## src/rtl/par16_transmitter_pkg.sv

```systemverilog
// Shared encodings and constants for the 16-bit parallel bus transmitter.
// The sync words are shared with par16_receiver.
package par16_transmitter_pkg;

    typedef enum logic [1:0] {
        TX_IDLE      = 2'd0,
        TX_WAIT_LOW  = 2'd1,
        TX_WAIT_HIGH = 2'd2
    } tx_state_e;

    typedef enum logic {
        PK_EMPTY = 1'b0,
        PK_HALF  = 1'b1
    } pk_state_e;

    localparam logic [7:0]  PAD_BYTE_DEFAULT = 8'h00;
    localparam logic [15:0] SYNC_WORD_A      = 16'hB8B8;
    localparam logic [15:0] SYNC_WORD_B      = 16'h8B8B;

endpackage

```

## src/rtl/par16_word_fifo.sv

```systemverilog
// Synchronous word FIFO with extra-MSB pointers for full/empty detection.
// A pop while full frees the slot for a push in the same cycle.
module par16_word_fifo #(
    parameter int DEPTH = 4,
    parameter int WIDTH = 16
) (
    input  logic             clk,
    input  logic             reset,
    input  logic             i_push,
    input  logic [WIDTH-1:0] i_din,
    input  logic             i_pop,
    output logic [WIDTH-1:0] o_dout,
    output logic             o_full,
    output logic             o_empty
);
    localparam int AW = $clog2(DEPTH);

    logic [WIDTH-1:0] r_mem [DEPTH];
    logic [AW:0]      r_wr_ptr;
    logic [AW:0]      r_rd_ptr;
    logic             w_do_push;
    logic             w_do_pop;

    assign o_empty   = (r_wr_ptr == r_rd_ptr);
    assign o_full    = (r_wr_ptr[AW] != r_rd_ptr[AW]) &&
                       (r_wr_ptr[AW-1:0] == r_rd_ptr[AW-1:0]);
    assign w_do_pop  = i_pop && !o_empty;
    assign w_do_push = i_push && (!o_full || w_do_pop);
    assign o_dout    = r_mem[r_rd_ptr[AW-1:0]];

    always_ff @(posedge clk or posedge reset) begin
        if (reset) begin
            r_wr_ptr <= '0;
            r_rd_ptr <= '0;
            for (int i = 0; i < DEPTH; i++) r_mem[i] <= '0;
        end else begin
            if (w_do_push) begin
                r_mem[r_wr_ptr[AW-1:0]] <= i_din;
                r_wr_ptr                <= r_wr_ptr + 1'b1;
            end
            if (w_do_pop) r_rd_ptr <= r_rd_ptr + 1'b1;
        end
    end

endmodule

```

## src/rtl/par16_transmitter.sv

```systemverilog
// FPGA-to-master transmitter: packs bytes MSB-first into words, buffers them,
// and hands one word per master bus_clk cycle while the master reads.
module par16_transmitter
    import par16_transmitter_pkg::*;
#(
    parameter int         FIFO_DEPTH = 4,
    parameter logic [7:0] PAD_BYTE   = PAD_BYTE_DEFAULT
) (
    input  logic        clk,
    input  logic        reset,
    input  logic [7:0]  txd_data,
    input  logic        txd_valid,
    output logic        txd_ready,
    input  logic        flush,
    input  logic        bus_clk,
    input  logic        bus_rnw,
    output logic [15:0] bus_data,
    output logic        bus_oe,
    output logic        busy,
    output logic [15:0] tx_count
);
    logic        r_clk_meta, r_clk_s, r_rnw_meta, r_rnw_s;
    logic        r_rdy_en;
    pk_state_e   r_pk_state;
    logic [7:0]  r_hi;
    tx_state_e   r_tx_state, w_tx_next;
    logic        r_held;
    logic [15:0] r_word, r_bus_data, r_tx_count;
    logic        w_full, w_empty, w_accept, w_push, w_pop, w_load, w_done;
    logic [15:0] w_push_data, w_fifo_dout;

    always_ff @(posedge clk or posedge reset) begin
        if (reset) begin
            r_clk_meta <= 1'b0;
            r_clk_s    <= 1'b0;
            r_rnw_meta <= 1'b0;
            r_rnw_s    <= 1'b0;
            r_rdy_en   <= 1'b0;
        end else begin
            r_clk_meta <= bus_clk;
            r_clk_s    <= r_clk_meta;
            r_rnw_meta <= bus_rnw;
            r_rnw_s    <= r_rnw_meta;
            r_rdy_en   <= 1'b1;
        end
    end

    // r_rdy_en keeps txd_ready low while reset is held, despite an empty FIFO
    assign txd_ready = r_rdy_en && !w_full;
    assign w_accept  = txd_valid && txd_ready;

    always_comb begin
        w_push      = 1'b0;
        w_push_data = {r_hi, txd_data};
        if (r_pk_state == PK_HALF) begin
            if (w_accept) begin
                w_push = 1'b1;
            end else if (flush && !w_full) begin
                w_push      = 1'b1;
                w_push_data = {r_hi, PAD_BYTE};
            end
        end
    end

    always_ff @(posedge clk or posedge reset) begin
        if (reset) begin
            r_pk_state <= PK_EMPTY;
            r_hi       <= 8'h00;
        end else if (w_accept) begin
            if (r_pk_state == PK_EMPTY) begin
                r_hi       <= txd_data;
                r_pk_state <= PK_HALF;
            end else begin
                r_pk_state <= PK_EMPTY;
            end
        end else if (r_pk_state == PK_HALF && flush && !w_full) begin
            r_pk_state <= PK_EMPTY;
        end
    end

    par16_word_fifo #(.DEPTH(FIFO_DEPTH), .WIDTH(16)) u_fifo (
        .clk     (clk),
        .reset   (reset),
        .i_push  (w_push),
        .i_din   (w_push_data),
        .i_pop   (w_pop),
        .o_dout  (w_fifo_dout),
        .o_full  (w_full),
        .o_empty (w_empty)
    );

    // A held word survives the master aborting a read and is resent later
    always_comb begin
        w_tx_next = r_tx_state;
        w_pop     = 1'b0;
        w_load    = 1'b0;
        w_done    = 1'b0;
        case (r_tx_state)
            TX_IDLE: if (r_rnw_s && (r_held || !w_empty)) begin
                w_pop     = !r_held;
                w_tx_next = TX_WAIT_LOW;
            end
            TX_WAIT_LOW: begin
                if (!r_rnw_s) begin
                    w_tx_next = TX_IDLE;
                end else if (!r_clk_s) begin
                    w_load    = 1'b1;
                    w_tx_next = TX_WAIT_HIGH;
                end
            end
            TX_WAIT_HIGH: if (r_clk_s) begin
                w_done    = 1'b1;
                w_tx_next = TX_IDLE;
            end
            default: w_tx_next = TX_IDLE;
        endcase
    end

    always_ff @(posedge clk or posedge reset) begin
        if (reset) begin
            r_tx_state <= TX_IDLE;
            r_held     <= 1'b0;
            r_word     <= 16'h0000;
            r_bus_data <= 16'h0000;
            r_tx_count <= 16'h0000;
        end else begin
            r_tx_state <= w_tx_next;
            if (w_pop) begin
                r_word <= w_fifo_dout;
                r_held <= 1'b1;
            end
            if (w_load) r_bus_data <= r_word;
            if (w_done) begin
                r_held     <= 1'b0;
                r_tx_count <= r_tx_count + 16'd1;
            end
        end
    end

    assign bus_data = r_bus_data;
    assign bus_oe   = r_rnw_s;
    assign tx_count = r_tx_count;
    assign busy     = (r_tx_state != TX_IDLE) || r_held || !w_empty ||
                      (r_pk_state == PK_HALF);

endmodule

```

## config.mk

```make
export PLATFORM = sky130hd
export DESIGN_NAME = par16_transmitter
export DESIGN_NICKNAME = d
export VERILOG_FILES = /design/src/rtl/par16_transmitter_pkg.sv /design/src/rtl/par16_word_fifo.sv /design/src/rtl/par16_transmitter.sv
export SDC_FILE = /design/constraint.sdc
export NUM_CORES = 1
export LEC_CHECK = 0
export CORE_AREA = 2 2 123 101
export CTS_CLUSTER_SIZE = 14
export DETAILED_ROUTE_END_ITERATION = 10
export DIE_AREA = 0 0 125 103
export GPL_TIMING_DRIVEN = 0
export PLACE_DENSITY = 0.8
export SETUP_SLACK_MARGIN = 0.5
export SYNTH_ARGS = -nofsm -noshare
export SYNTH_HDL_FRONTEND = slang
export SYNTH_SLANG_ARGS = --single-unit
```

## constraint.sdc

```tcl
create_clock -name clk -period 5.7 [get_ports clk]
set_input_delay 0.855 -clock clk [delete_from_list [all_inputs] [get_ports clk]]
set_output_delay 0.855 -clock clk [all_outputs]
set_load 0.01 [all_outputs]
```

==> flow_summary.toml <==
[status]
status = "complete, no violations"

[min_path]
hp-start = "r_rnw_meta$_DFF_PP0_"
worstHoldPathType = "flip-flop to flip-flop"
hold_depth = 0
min_to = "bus_oe$_DFF_PP0_"

[sta]
setup_ws_ns = 2.52
hold_violations = 0
setup-violations-final = 0
final.setup.tns_ns = 0
period_share = 0.557
slew_viol_final = 0
worst_slew_pin_slew_ns = 0.854
rsz0062_at_grt = "no"
slew_headroom = 0.428
timing.fmax_mhz = 315
min_period_ns = 3.18
fin_skew_ns = 0.00459

[placed_design]
port-buffer-count = 48
place.gp.congestion = 0.756
place_hpwl_um = 6980
place_ws_ns = 2.78
place_area_mm2 = 0.00642

[route]
detailedRoute.firstPassIterationCount = 4
wire_per_inst_um = 17.5
vias_per_cell = 5.38
drt-initial-drc-count = 181
ant_nets = 0
drt-total-wl_um = 10600
num_vias = 3261
route.detailed.drc = 0

[synthesis]
ys_seq_area_frac = 0.591
yosysWarningCount = 0
synth_largest_area_cell = "dfrtp_1"
ys_seq_elements = 135
synth.distinct_cells = 35
syn_inst = 373
synth_nets = 393
synth.area.top_cells = "dfrtp_1, mux2_2, mux4_2"
syn_avg_cell_area_um2 = 15.3
netlist.area_leader.share = 0.591
netlist_area_mm2 = 0.00572

[critical_path]
crit_type = "flip-flop to primary output"
r2r_end = "u_fifo.r_mem[5]$_DFFE_PP0P_"
start_kind = "flip-flop"
ff2ff_setup_slack_ns = 3.41
required_ns = 4.85
r2r_start = "u_fifo.r_rd_ptr[0]$_DFFE_PP0P_"
crit_path_end_kind = "primary output"
cp_max_fo = 9
worstPathArrival_ns = 2.32
ff2ff_path_depth = 6

[clock_tree]
holdBufCountCts = 0
postCtsSetupRepairBufs = 0
clk_pin_slew_worst_paths_ns = 0.06
cts_resized = 0
cts.sinks = 135
cts_made_buffers = 17
h-tree-depth = 4
clockBufferDepth = 2
clock_latency_ns = 0.41
cts_tree = "built"
cts_root_buffer = "clkbuf_16"

[layout]
fin_area_mm2 = 0.00705
final_util = 0.597
drive_gt1_frac = 0.363
multiInputGateArea_mm2 = 0.00224
ff_latch_area_mm2 = 0.00338
areaGrowthSynthToFinish_pct = 23.3
fillers = 877
diodes = 0
nets = 461

[floorplan]
row_count = 36
die_area_mm2 = 0.0129
die_y_um = 103
core_area_mm2 = 0.0118
start_util = 0.484
io_pins = 49
fp.dieW_um = 125

[global_route]
gr-total-overflow = 0
grt_max_degree = 95
grt_pass1_wl_um = 18100
grt_antenna_before_repair = 0
grt_pass1_vias = 3470
grt_usage = 0.185

[power]
cellPowerDensity_mw_per_mm2 = 557
ir_drop_mv = 0.254
total_leakage_power_nw = 3.11
p_total_w = 0.00392

[run]
maxCapViolations = 0
[layout by cell type, fill, tap and decap left out, types with 5 or more instances in the layout]
master / instances
dfrtp_1: 135
mux2_2: 105
clkdlybuf4s50_1: 48
xnor2_1: 17
nand2_1: 17
clkbuf_16: 17
mux4_2: 10
nor2b_1: 8
nor2_1: 8
inv_1: 6
xor2_1: 6
mux4_1: 6
nand4_1: 6
ha_1: 6
buf_4: 5
clkinvlp_4: 5
[logic make-up (layout without fill, tap and decap cells)]
| logic type | count (synthesis) | count (layout) | synth area share |
|---|---|---|---|
| flops | 135 | 135 | 0.591 |
| mux | 121 | 121 | 0.274 |
| simple gates | 60 | 60 | 0.0560 |
| xor+xnor | 23 | 23 | 0.0352 |
| buf+inv | 19 | 100 | 0.0177 |
| compound gates | 8 | 8 | 0.0123 |
| fa+ha+maj | 6 | 6 | 0.0131 |
| other cells | 1 | 1 | 0.000656 |
[registers in the layout (all words and copies together), names as in the netlist, 2 cells and up]
register	flops
tx_count	16
u_fifo.r_wr_ptr	3
bus_data	16
r_hi	8
u_fifo.r_mem	64
r_tx_state	2
u_fifo.r_rd_ptr	3
r_word	16
[metrics by stage]
step | hold slack, ns | cells
2_1_floorplan | 0.331 | 373
3_3_place_gp | 0.341 | 573
3_5_place_dp | 0.337 | 574
4_1_cts | 0.360 | 606
5_1_grt | 0.364 | 606
6_report | 0.357 | 606
[cell usage after synthesis]
master     count
nand2_2        4
buf_6          1
buf_1          1
buf_4          5
a311oi_4       1
mux4_2        10
xor2_1         6
a21oi_1        2
a2111oi_0      1
nand2_1       17
nor3b_2        1
nor4_1         1
a31oi_1        2
nor3_1         3
conb_1         1
or4_1          1
mux2_2       105
nand3b_1       2
nand4_1        6
nand3_1        2
o21ai_0        1
clkbuf_1       2
and3_1         4
o21bai_1       1
or4b_2         1
ha_1           6
buf_2          3
nor2_1         8
xnor2_1       17
dfrtp_1      135
and2_1         1
inv_1          7
nor2b_1        8
mux4_1         6
nand2b_1       1
[layout make-up]
type	instances	area share
Buffer	12	0.0106
Multi-Input combinational cell	219	0.317
Tap cell	152	0.0270
Inverter	7	0.00444
Clock inverter	13	0.0252
Timing Repair Buffer	49	0.0721
Clock buffer	19	0.0643
Sequential cell	135	0.479
[routing by layer]
layer / vias up / part of all wire / global-route usage
met2: 62 / 0.48 / 0.306
met4: 0 / 0.012 / 0.0641
met5: - / 0 / 0
li1: 1479 / - / -
met3: 11 / 0.037 / 0.0540
met1: 1709 / 0.47 / 0.238
[worst max-delay path, stage by stage (launching register included)]
cell and delay (ns):
dfrtp_1 0.38, buf_4 0.19, xnor2_1 0.42, nand3_1 0.14, nor3_1 0.21, nand2_1 0.09
clkdlybuf4s50_1 0.48
[worst max-delay path by stage]
stage	slack [ns]	to	startpoint
4_1_cts	2.50	busy	u_fifo.r_rd_ptr[1]$_DFFE_PP0P_
5_1_grt	2.31	busy	u_fifo.r_rd_ptr[1]$_DFFE_PP0P_
3_5_place_dp	2.78	u_fifo.r_mem[5]$_DFFE_PP0P_	txd_valid
2_1_floorplan	1.23	bus_data[0]$_DFFE_PP0P_	reset
3_3_place_gp	-0.36	u_fifo.r_mem[46]$_DFFE_PP0P_	reset
6_report	2.52	busy	u_fifo.r_rd_ptr[1]$_DFFE_PP0P_
[power breakdown]
part	internal (W)	total, W	switching (W)	leakage [nW]
sequential	0.00136	0.00159	0.000237	1.69
combinational	0.000709	0.00117	0.000463	1.12
clock	0.000751	0.00116	0.000408	0.297
total	0.00282	0.00392	0.00111	3.11
(Power assumes the default switching activity.)
